--- src/rtl/conv_param_seq_pkg.sv ---
// Shared definitions for the convolution parameter sequencer:
// layer codes, default channel counts, FSM state encoding and a
// layer-code legality helper.
package conv_param_seq_pkg;

  localparam logic [3:0] LAYER_NONE  = 4'b0000;
  localparam logic [3:0] LAYER_CONV1 = 4'b0010;
  localparam logic [3:0] LAYER_CONV2 = 4'b0100;
  localparam logic [3:0] LAYER_CONV3 = 4'b0110;

  localparam int DEF_C_MAX1 = 1;
  localparam int DEF_O_MAX1 = 16;
  localparam int DEF_C_MAX2 = 16;
  localparam int DEF_O_MAX2 = 32;
  localparam int DEF_C_MAX3 = 32;
  localparam int DEF_O_MAX3 = 64;

  typedef enum logic [1:0] {
    IDLE  = 2'd0,
    RUN   = 2'd1,
    DRAIN = 2'd2
  } state_t;

  function automatic logic is_legal_layer(input logic [3:0] code);
    case (code)
      LAYER_CONV1, LAYER_CONV2, LAYER_CONV3: is_legal_layer = 1'b1;
      default:                               is_legal_layer = 1'b0;
    endcase
  endfunction

endpackage

--- src/rtl/conv_param_seq_chan.sv ---
// chan_counter: nested channel counter, c innermost and o outermost.
// Ports:
//   clk, rst_n      clock, asynchronous active-low reset
//   clear           synchronous return to (c=0, o=0)
//   advance         step to the next address
//   c_last, o_last  highest index of each counter for the active layer
//   c, o            current address
//   c_wrap, o_wrap  current address sits on the last index of c / o
module chan_counter (
  input  logic       clk,
  input  logic       rst_n,
  input  logic       clear,
  input  logic       advance,
  input  logic [5:0] c_last,
  input  logic [5:0] o_last,
  output logic [5:0] c,
  output logic [5:0] o,
  output logic       c_wrap,
  output logic       o_wrap
);

  assign c_wrap = (c == c_last);
  assign o_wrap = (o == o_last);

  // Address stepping: c wraps into an o increment; o wraps to 0 after the last sweep row.
  always_ff @(posedge clk or negedge rst_n) begin
    if (!rst_n) begin
      c <= 6'd0;
      o <= 6'd0;
    end else if (clear) begin
      c <= 6'd0;
      o <= 6'd0;
    end else if (advance) begin
      if (c_wrap) begin
        c <= 6'd0;
        o <= o_wrap ? 6'd0 : o + 6'd1;
      end else begin
        c <= c + 6'd1;
      end
    end
  end

endmodule

--- src/rtl/conv_param_seq.sv ---
// conv_param_seq: sweeps weight-memory addresses for one conv layer and
// presents each fetched weight as a valid/ready beat to the MAC.
// Ports:
//   clk, rst_n         clock, asynchronous active-low reset
//   start, layer       sweep request and its layer code
//   abort              cancel an active sweep
//   out_ready          MAC accepts the presented beat
//   mem_en, mem_state  weight-memory read enable and layer select
//   read_c, read_o     address being issued
//   w_valid            memory output holds a valid weight
//   beat_c, beat_o     address of the presented beat
//   last_c, last       final channel of beat_o / final beat of the layer
//   busy, done, err    sweep active / sweep complete pulse / bad layer pulse
module conv_param_seq
  import conv_param_seq_pkg::*;
#(
  parameter int C_MAX1 = DEF_C_MAX1,
  parameter int O_MAX1 = DEF_O_MAX1,
  parameter int C_MAX2 = DEF_C_MAX2,
  parameter int O_MAX2 = DEF_O_MAX2,
  parameter int C_MAX3 = DEF_C_MAX3,
  parameter int O_MAX3 = DEF_O_MAX3
) (
  input  logic       clk,
  input  logic       rst_n,
  input  logic       start,
  input  logic [3:0] layer,
  input  logic       abort,
  input  logic       out_ready,
  output logic       mem_en,
  output logic [3:0] mem_state,
  output logic [5:0] read_c,
  output logic [5:0] read_o,
  output logic       w_valid,
  output logic [5:0] beat_c,
  output logic [5:0] beat_o,
  output logic       last_c,
  output logic       last,
  output logic       busy,
  output logic       done,
  output logic       err
);

  state_t     state;
  logic [5:0] c_last;
  logic [5:0] o_last;
  logic       c_wrap;
  logic       o_wrap;
  logic       cnt_clear;

  // A new read may issue when the output slot is empty or is being drained this cycle.
  assign mem_en    = (state == RUN) && (!w_valid || out_ready);
  assign cnt_clear = (state == IDLE) && start && is_legal_layer(layer);

  // Counter limits follow the latched layer; the counter is cleared at start so stale limits in IDLE are harmless.
  always_comb begin
    c_last = 6'd0;
    o_last = 6'd0;
    case (mem_state)
      LAYER_CONV1: begin c_last = 6'(C_MAX1 - 1); o_last = 6'(O_MAX1 - 1); end
      LAYER_CONV2: begin c_last = 6'(C_MAX2 - 1); o_last = 6'(O_MAX2 - 1); end
      LAYER_CONV3: begin c_last = 6'(C_MAX3 - 1); o_last = 6'(O_MAX3 - 1); end
      default:     begin c_last = 6'd0;           o_last = 6'd0;           end
    endcase
  end

  chan_counter u_chan_counter (
    .clk     (clk),
    .rst_n   (rst_n),
    .clear   (cnt_clear),
    .advance (mem_en),
    .c_last  (c_last),
    .o_last  (o_last),
    .c       (read_c),
    .o       (read_o),
    .c_wrap  (c_wrap),
    .o_wrap  (o_wrap)
  );

  // Sweep FSM with registered beat tags, valid flag and status pulses.
  always_ff @(posedge clk or negedge rst_n) begin
    if (!rst_n) begin
      state     <= IDLE;
      mem_state <= LAYER_NONE;
      w_valid   <= 1'b0;
      beat_c    <= 6'd0;
      beat_o    <= 6'd0;
      last_c    <= 1'b0;
      last      <= 1'b0;
      busy      <= 1'b0;
      done      <= 1'b0;
      err       <= 1'b0;
    end else begin
      done <= 1'b0;
      err  <= 1'b0;
      case (state)
        IDLE: begin
          // abort is deliberately not looked at here, so start wins a tie.
          if (start) begin
            if (is_legal_layer(layer)) begin
              mem_state <= layer;
              busy      <= 1'b1;
              state     <= RUN;
            end else begin
              mem_state <= LAYER_NONE;
              err       <= 1'b1;
            end
          end
        end
        RUN, DRAIN: begin
          if (abort) begin
            w_valid <= 1'b0;
            busy    <= 1'b0;
            state   <= IDLE;
          end else if (mem_en) begin
            // Tags are captured with the read so they line up with the memory output next cycle.
            w_valid <= 1'b1;
            beat_c  <= read_c;
            beat_o  <= read_o;
            last_c  <= c_wrap;
            last    <= c_wrap && o_wrap;
            if (c_wrap && o_wrap) begin
              state <= DRAIN;
            end
          end else if (w_valid && out_ready) begin
            w_valid <= 1'b0;
            if ((state == DRAIN) && last) begin
              done  <= 1'b1;
              busy  <= 1'b0;
              state <= IDLE;
            end
          end
        end
        default: begin
          state   <= IDLE;
          w_valid <= 1'b0;
          busy    <= 1'b0;
        end
      endcase
    end
  end

endmodule

--- config.mk ---
export PLATFORM = sky130hd
export DESIGN_NAME = conv_param_seq
export DESIGN_NICKNAME = d
export VERILOG_FILES = /design/src/rtl/conv_param_seq_pkg.sv /design/src/rtl/conv_param_seq_chan.sv /design/src/rtl/conv_param_seq.sv
export SDC_FILE = /design/constraint.sdc
export NUM_CORES = 1
export LEC_CHECK = 0
export ABC_AREA = 0
export BUFFER_PORTS_ARGS = -buffer_cell sky130_fd_sc_hd__buf_4
export CAP_MARGIN = 0
export CORE_MARGIN = 2
export CORE_UTILIZATION = 54
export CTS_CLUSTER_DIAMETER = 30
export DETAILED_ROUTE_END_ITERATION = 8
export HOLD_SLACK_MARGIN = 0.05
export PLACE_DENSITY_LB_ADDON = 0.05
export SLEW_MARGIN = 20
export SYNTH_ARGS = -nofsm -noshare
export SYNTH_HDL_FRONTEND = slang
export SYNTH_HIERARCHICAL = 1
export SYNTH_SLANG_ARGS = --single-unit
--- constraint.sdc ---
create_clock -name clk -period 4 [get_ports clk]
set_input_delay 0.2 -clock clk [delete_from_list [all_inputs] [get_ports clk]]
set_output_delay 0.2 -clock clk [all_outputs]
set_load 0.05 [all_outputs]
### Yosys cells after proc, flatten, opt, wreduce, memory -nomap -nowiden

Index checks and enable logic that the tools add are counted.

| storage, ports and cells | value |
|---|---|
| register bits after elaboration | 36 |
| input bits | 9 |

| operators by class | value |
|---|---|
| add/sub/neg operators | 2 |
| equal/unequal tests | 18 |
| multiplexer cells | 40 |
| bitwise logic cells | 2 |
| reduce and logical (&&, ||, !) cells | 19 |

Operators with widths:

| kind | count |
|---|---|
| $mux W6 | 7 |
| $mux W1 | 20 |
| $pmux W6 S3 | 1 |
| $eq A4 B3 Y1 const B | 4 |
| $mux W2 | 7 |
| $add A6 B1 Y6 const B | 2 |
| $ne A4 B4 Y1 const B | 3 |
| $pmux W5 S2 | 1 |
| $reduce_and A5 Y1 | 2 |
| $ne A3 B3 Y1 const B | 3 |
| $eq A4 B2 Y1 const B | 2 |
| $eq A6 B5 Y1 | 1 |
| $eq A6 B6 Y1 | 1 |
| $logic_and A1 B1 Y1 | 6 |
| $reduce_and A2 Y1 | 3 |
| $mux W4 | 1 |
| $pmux W1 S2 | 2 |
| $pmux W2 S2 | 1 |
| $reduce_bool A2 Y1 | 2 |
| $reduce_and A3 Y1 | 1 |
| $reduce_or A3 Y1 | 1 |
| $eq A2 B1 Y1 const B | 1 |
| $eq A2 B2 Y1 const B | 1 |
| $logic_not A2 Y1 | 1 |
| other kinds (6) | 7 |

### Logic depth before layout (Yosys ltp)

Gate-level depths: netlist of the first run.

| depth | value |
|---|---|
| depth after elaboration | 8 |
| depth in mapped cells | 10 |

### Cells and area by module

The synthesis of the first run kept the hierarchy.

Modules (own cells, without submodules):

| module | instances | cells an instance | area an instance (µm²) | sequential area each (µm²) |
|---|---|---|---|---|
| conv_param_seq | 1 | 85 | 1,103.6 | 600.6 |
| chan_counter | 1 | 84 | 784.5 | 300.3 |

### Worst setup path before layout of the first run

Ideal clock, no wire load.

| path | value |
|---|---|
| path kind | register to register |
| start point | register mem_state[0] |
| end point | register state[0] |
| setup time | 125 ps |
| arrival time | 2,432 ps |
| path slack | 1,443 ps |
| cell stages (with the launch flop) | 11 |
| buffers on the path | 0 |
| clock period less this slack | 2,557 ps |
| cell sequence | dfrtp_1 nor2_1 and2_1 xor2_1 nor4_4 nand2_1 inv_1 nand2_1 a211oi_2 o221ai_2 mux2_4 |

| between the ends | value |
|---|---|
| word-level cells in the longest chain between the ends | 6 |
| elaborated cells between the ends (all ways) | 10 |
| classes of those cells | eq/ne (6); mux (2); reduce/logical (2) |

Ends and longest elaborated chain:

| element | RTL line | RTL |
|---|---|---|
| from (decl) | conv_param_seq.sv:31 | `output logic [3:0] mem_state,` |
| from (signal assigned) | conv_param_seq.sv:101 | `mem_state <= layer;` |
| $eq A4 B3 Y1 | conv_param_seq.sv:59 | `case (mem_state)` |
| $pmux W5 S2 (*) | conv_param_seq.sv:59 |  |
| net c_last[0] | conv_param_seq.sv:45 | `logic [5:0] c_last;` |
| $eq A6 B5 Y1 (*) | conv_param_seq_chan.sv:22 | `assign c_wrap = (c == c_last);` |
| net c_wrap | conv_param_seq.sv:47 | `logic c_wrap;` |
| $logic_and A1 B1 Y1 (*) | conv_param_seq.sv:122 | `if (c_wrap && o_wrap) begin` |
| $ne A4 B4 Y1 (no line) (*) | n/a |  |
| $reduce_and A5 Y1 (no line) (*) | n/a |  |
| to (signal assigned) | conv_param_seq.sv:123 | `state <= DRAIN;` |
| to (signal assigned) | conv_param_seq.sv:130 | `state <= IDLE;` |
| to (signal assigned) | conv_param_seq.sv:135 | `state <= IDLE;` |
| to (decl) | conv_param_seq.sv:44 | `state_t state;` |

The timed path passes the listed nets; every way through them passes the cells marked *.
A chain may end at the register's enable or synchronous reset.

### Final worst setup path of the first run

| path | value |
|---|---|
| start point | register mem_state[0] |
| end point | register state[1] |

The elaborated chain is that of the path after synthesis.

==> run_results.csv, run 1 <==
group,metric,value,unit
detailed_routing,dr.pass1.iters,4,
detailed_routing,dr.max_layer_used,"met4",
synth,syn_inst,169,
detailed_routing,drc,0,
cells_and_area,fin_nets,234,
timing,slew_violations,0,
clock_network,cts_tree,"yes",
min_path,min_from,"layer[2]",
detailed_routing,avgRoutedWirePerCell,14.7,um
synth,yosys-top-cells-count,"36 x dfrtp_1, 15 x xor2_1, 13 x inv_1, 13 x mux2_2, 13 x nor2_1",
setup_path,worstSetupStartpointType,"flop",
synth,synth_flop_cell,"dfrtp_1",
setup_path,cp_max_fo,5,
floorplan,core,3340,sq um
setup_path,slowest_delay,0.41,ns
power,max-vdd-ir-drop,0.000576,V
setup_path,crit_family,"simple AND/OR/NAND/NOR gates",
detailed_routing,wl_met2,1.89,mm
timing,period_share,0.618,
setup_path,path_depth,10,
clock_network,cts-htree-levels,2,
power,powerDensity,852,nW/um^2
synth,synth_seq_area_share,0.477,
floorplan,die_w,63.1,um
timing,max_freq,0.404,GHz
cells_and_area,drive_gt1_frac,0.342,
setup_path,worstSetupStartpoint,"mem_state[0]",
global_routing,grt_pass1_wl,6.87,mm
clock_network,clk_pin_slew,0.11,ns
timing,layout_min_cycle_time,2.47,ns
placement,portBuffers,43,
timing,clock_skew,0.0147,ns
synth,ys_seq_elements,36,
floorplan,die_y,63.1,um
setup_path,rr_startpoint,"mem_state[0]",
detailed_routing,drt-met1-wl,1.78,mm
clock_network,clock-root-buffer,"clkbuf_4",
setup_path,cp_common_cell,"nand2_1",
global_routing,grt_overflow,0,
timing,finalSetupViolCount,0,
setup_path,crit_end,"state[1]",
min_path,hp-class,"in2reg",
power,power_leakage,0.00115,uW
run,drv_cap,0,
detailed_routing,antenna_left,0,
detailed_routing,vias_per_cell,5.34,
cells_and_area,num-fill-cells,276,
placement,placedCellCount,257,
setup_path,regToRegSetupSlack,1.53,ns
clock_network,numCtsBuffers,5,
detailed_routing,routed-wl-met3,165,um
synth,yosysUniqueCellTypes,43,
synth,syn_nets,184,
cells_and_area,syn2layout_area_growth,23.3,%
global_routing,track_usage,0.223,
placement,dp_hpwl,2.86,mm
synth,synth_most_common_cell,"dfrtp_1",
timing,fin_hold_ws,0.0887,ns
floorplan,io_pins,44,
timing,tns,0,ns
floorplan,initial_utilization,0.566,
setup_path,arrival,2.72,ns
setup_path,critPathKind,"reg2reg",
setup_path,r2r-end,"state[1]",
setup_path,crit_buf_inv,1,
timing,hold_viol,0,
synth,avgSynthCellArea,11.2,sq um
timing,rsz0062_at_grt,"no",
placement,gp_congestion,0.815,
global_routing,grt_pass1_vias,1444,
clock_network,clock_path_buffers,2,
floorplan,rows,21,
setup_path,reg2reg_depth,10,
setup_path,worstPathRequired,4.25,ns
setup_path,crit_slowest_cell,"dfrtp_1",
synth,netlist.area_leader.share,0.477,
cells_and_area,fin_util,0.698,
cells_and_area,instances_no_fill,265,
global_routing,grt_start_max_net_pins,37,
clock_network,clk_latency,0.35,ns
setup_path,end_kind,"flop",
synth,synth_warnings,6,
cells_and_area,n_antenna_cell,0,
detailed_routing,drt-total-wl,3.90,mm
detailed_routing,vias,1414,
synth,syn_area,1890,sq um
setup_path,path_cells,"nor2_1 -> and2_1 -> xor2_1 -> nor4_4 -> nand2_1 -> inv_1 -> nand2_1 -> a211oi_2 -> o221ai_2 -> mux2_4",
synth,ys_async_sr_fraction,1.00,
clock_network,postCtsSetupRepairBufs,0,
synth,synth_top_area_cell,"dfrtp_1",
floorplan,die_area,3990,sq um
detailed_routing,drtIter0Drc,54,
synth,synth_edf_count,0,
clock_network,cts.sinks,36,
global_routing,antenna_found_initial,0,
outcome,status,"completed",
synth,ys_top_cells_by_area,"dfrtp_1 48%, mux2_2 7.8%, xor2_1 7.0%",
## layer usage
layer,global-route usage,up-vias
met2,0.358,33
li1,-,690
met3,0.0625,5
met1,0.292,686
met4,0.0750,0
met5,0,-
## power breakdown
group	total (uW)	leakage (uW)	internal, uW	switching [uW]
Combinational	1150	0.000655	399	752
Sequential	613	0.000456	481	132
Clock	220	0.0000374	99.7	121
Total	1980	0.00115	980	1000
## stage by stage
step	total power (uW)	instance area, sq um	setup WS (ns)
6_report	1980	2330	1.53
5_1_grt	2120	2330	1.29
3_3_place_gp	1740	2250	1.63
3_5_place_dp	1770	2250	1.54
2_1_floorplan	1470	1890	1.44
4_1_cts	2000	2330	1.52
## flip-flops by register name, summed over array words and instances, names as in the netlist
name and flops:
u_chan_counter/c 6, err 1, mem_state 4, state 2, beat_c 6, w_valid 1
last 1, u_chan_counter/o 6, last_c 1, busy 1, beat_o 6, done 1
## area by class of cell
cell class | instances | area (sq um) | area share
inverter | 13 | 48.8 | 0.0210
multi-input combinational | 118 | 916 | 0.393
sequential | 36 | 901 | 0.387
tap | 46 | 57.6 | 0.0247
timing repair buffer | 45 | 340 | 0.146
clock buffer | 7 | 65.1 | 0.0279
## layout by cell type (no fill, tap or decap), types with 2 or more instances in the layout
| master | count |
|---|---|
| o2111ai_1 | 2 |
| o21ai_0 | 5 |
| nand3_1 | 6 |
| nor2_1 | 13 |
| nor3_1 | 3 |
| xor2_1 | 15 |
| mux2_2 | 13 |
| nand4_1 | 2 |
| a22o_1 | 2 |
| inv_1 | 13 |
| dfrtp_1 | 36 |
| and3_1 | 2 |
| a21oi_1 | 4 |
| clkbuf_8 | 2 |
| nand2_1 | 9 |
| buf_4 | 44 |
| mux2_4 | 2 |
| ha_1 | 6 |
| and2_1 | 3 |
| a21boi_1 | 2 |
| nand2b_1 | 3 |
| o22ai_1 | 3 |
| clkbuf_4 | 5 |
| mux2i_1 | 2 |
## worst min path at each step
stage / to / cells after the start
finish: mem_state[2] / 2
CTS: mem_state[1] / 2
detailed placement: beat_o[3] / 1
global route: mem_state[1] / 2
global placement: beat_o[3] / 1
floorplan: beat_c[0] / 0
## worst reg2reg max path: cells and delay by family (launching register included)
| kind | cells | cell delay (ns) |
|---|---|---|
| simple gates | 5 | 1.02 |
| flops | 1 | 0.41 |
| compound gates | 2 | 0.40 |
| mux | 1 | 0.32 |
| xor+xnor | 1 | 0.15 |
| buf+inv | 1 | 0.08 |
## logic make-up (layout without fill, tap and decap cells)
| group | count (synthesis) | count (layout) | synth area share |
|---|---|---|---|
| multiplexers | 17 | 17 | 0.104 |
| XOR/XNOR | 16 | 16 | 0.0742 |
| adder cells (fa/ha/maj) | 6 | 6 | 0.0398 |
| AND/OR/NAND/NOR | 50 | 50 | 0.148 |
| flip-flops | 36 | 36 | 0.477 |
| AO/OA/AOI/OAI | 28 | 28 | 0.117 |
| other | 1 | 1 | 0.00199 |
| buffers and inverters | 15 | 65 | 0.0378 |
## timing repair
item / in CTS / in global routing
endpoints found under the hold margin: 36 / 0
resized for setup: 0 / 0
hold buffers: 1 / 0
Note: power is estimated with default switching activity, not from simulation.
==> inputs of run 2 (changes only) <==
--- a/config.mk
+++ b/config.mk
@@ -9,7 +9,7 @@
 export BUFFER_PORTS_ARGS = -buffer_cell sky130_fd_sc_hd__buf_4
 export CAP_MARGIN = 0
 export CORE_MARGIN = 2
-export CORE_UTILIZATION = 54
+export CORE_UTILIZATION = 53
 export CTS_CLUSTER_DIAMETER = 30
 export DETAILED_ROUTE_END_ITERATION = 8
 export HOLD_SLACK_MARGIN = 0.05
==> constraint.sdc (replaced) <==
create_clock -name clk -period 2.45 [get_ports clk]
set_input_delay 0.1225 -clock clk [delete_from_list [all_inputs] [get_ports clk]]
set_output_delay 0.1225 -clock clk [all_outputs]
set_load 0.05 [all_outputs]
==> run 2 against run 1 <==
Sequential power grew 63%; clock power grew 61%; fmax grew 8.4%; sequential share of layout area shrank 0.80 points; worst hold slack lost 0.021 ns; via count grew 2.3%; die area grew 1.8%; global-route usage shrank 1.7 points; worst setup slack lost 1.4 ns; final cell count grew 2.3%; critical endpoint is now state[0].
==> run_results.csv, run 2 (synthesized netlist as in run 1, its figures left out) <==
group,metric,value,unit
cells_and_area,drive_gt1_frac,0.378,
cells_and_area,multiInputGateArea,925,sq um
power,power_leakage,0.00117,uW
timing,tns,0,ns
placement,portBuffers,43,
cells_and_area,final_cell_mix,"47 x buf_4, 33 x dfrtp_1, 15 x xor2_1",
clock_network,cts-htree-levels,2,
setup_path,worstPathRequired,2.68,ns
placement,pre_cts_slack,0.0290,ns
cells_and_area,n_antenna_cell,0,
run,drv_cap,0,
detailed_routing,drt-met1-wl,1.65,mm
detailed_routing,antenna_left,0,
min_path,min_from,"layer[3]",
cells_and_area,layout_commonest_cell,"buf_4",
floorplan,core,3390,sq um
setup_path,cp_max_fo,4,
timing,setup_slack,0.169,ns
detailed_routing,vias,1447,
cells_and_area,fin_nets,239,
timing,clock_skew,0.0111,ns
timing,hold_viol,0,
cells_and_area,num-fill-cells,265,
min_path,hold_end,"err",
detailed_routing,vias_per_cell,5.34,
min_path,hold_depth,3,
clock_network,numCtsBuffers,5,
global_routing,antenna_found_initial,0,
timing,max_freq,0.438,GHz
setup_path,critPathKind,"reg2reg",
detailed_routing,avgRoutedWirePerCell,14.0,um
global_routing,grt_pass1_wl,6.46,mm
min_path,hp-class,"in2reg",
detailed_routing,wl_met2,1.92,mm
clock_network,clock_path_buffers,2,
floorplan,die_y,63.7,um
clock_network,clk_latency,0.33,ns
setup_path,arrival,2.51,ns
global_routing,grt_overflow,0,
power,switching_power,1630,uW
floorplan,rows,21,
timing,slew_violations,0,
timing,period_share,0.931,
power,pwr-share-clk,0.108,
detailed_routing,dr.max_layer_used,"met4",
global_routing,grt_start_max_net_pins,37,
clock_network,cts_tree,"yes",
floorplan,die_w,63.7,um
timing,layout_min_cycle_time,2.28,ns
detailed_routing,drt-total-wl,3.79,mm
floorplan,io_pins,44,
timing,rsz0062_at_grt,"no",
detailed_routing,routed-wl-met3,198,um
clock_network,cts.sinks,36,
setup_path,rr_startpoint,"mem_state[0]",
cells_and_area,regArea,905,sq um
clock_network,clk_pin_slew,0.10,ns
outcome,status,"completed",
setup_path,worstSetupStartpointType,"flop",
placement,gp_congestion,0.841,
power,combPwrFrac,0.586,
setup_path,reg2reg_depth,10,
floorplan,initial_utilization,0.557,
power,max-vdd-ir-drop,0.000972,V
cells_and_area,syn2layout_area_growth,26.4,%
power,p_seq_frac,0.306,
global_routing,track_usage,0.206,
placement,dp_hpwl,2.75,mm
setup_path,end_kind,"flop",
detailed_routing,drtIter0Drc,86,
power,cell_internal_pwr,1640,uW
detailed_routing,dr.pass1.iters,4,
timing,finalSetupViolCount,0,
floorplan,die_area,4060,sq um
global_routing,grt_pass1_vias,1438,
clock_network,clock-root-buffer,"clkbuf_4",
power,switching_share,0.499,
power,powerDensity,1370,nW/um^2
setup_path,regToRegSetupSlack,0.17,ns
detailed_routing,drc,0,
setup_path,r2r-end,"state[0]",
-- run 2: routing by layer --
| metal | track usage | up-vias |
|---|---|---|
| met1 | 0.254 | 707 |
| met5 | 0 | - |
| met4 | 0.0571 | 0 |
| li1 | - | 696 |
| met3 | 0.0607 | 2 |
| met2 | 0.351 | 42 |
-- run 2: how the worst max path moves through the flow --
stage                            start                   to
final                     mem_state[0]             state[0]
after global routing          state[1]  u_chan_counter/o[2]
after CTS                 mem_state[0]             state[0]
after detailed placement  mem_state[0]             state[0]
after global placement    mem_state[0]             state[1]
after floorplan               state[0]  u_chan_counter/c[5]
-- run 2: power groups by stage --
stage | logic (uW) | registers (uW) | clock network [uW]
floorplan | 807 | 1590 | 0
global route | 2050 | 1040 | 391
detailed placement | 1880 | 1020 | 0
finish | 1920 | 1000 | 354
global placement | 1860 | 1000 | 0
CTS | 1900 | 1000 | 367
-- run 2: repair_timing --
item / CTS / global route
endpoints found under the hold margin: 38 / 0
buffers inserted: 0 / 1
cloned: 0 / 0
hold buffers: 3 / 0
setup endpoints to repair: 2 / 2
resized for setup: 1 / 4
pin swaps: 0 / 2
-- run 2: critical path, cell delays in order, from the launching register on --
cell      delay [ns]
dfrtp_2         0.44
nor2_2          0.15
and2_4          0.19
xor2_1          0.10
nor4_4          0.29
nand2_1         0.12
inv_1           0.08
nand2_1         0.08
a211oi_2        0.23
o221ai_2        0.17
mux2_4          0.33
-- run 2: per-stage QoR --
step / hold slack [ns] / util / cell area (sq um) / power [uW] / std cells
final: 0.0673 / 0.704 / 2390 / 3280 / 271
after global routing: 0.0709 / 0.704 / 2390 / 3480 / 271
after CTS: 0.0582 / 0.700 / 2370 / 3270 / 270
after floorplan: -0.173 / - / 1890 / 2400 / 169
after detailed placement: 0.101 / 0.670 / 2270 / 2900 / 259
after global placement: 0.0985 / 0.670 / 2270 / 2860 / 259
-- run 2: area by class of cell --
class | instances | share of cell area
multi-input cells | 118 | 0.387
flip-flops and latches | 36 | 0.379
repair buffers | 50 | 0.160
clock buffers | 8 | 0.0288
well taps | 46 | 0.0241
inverters | 13 | 0.0204
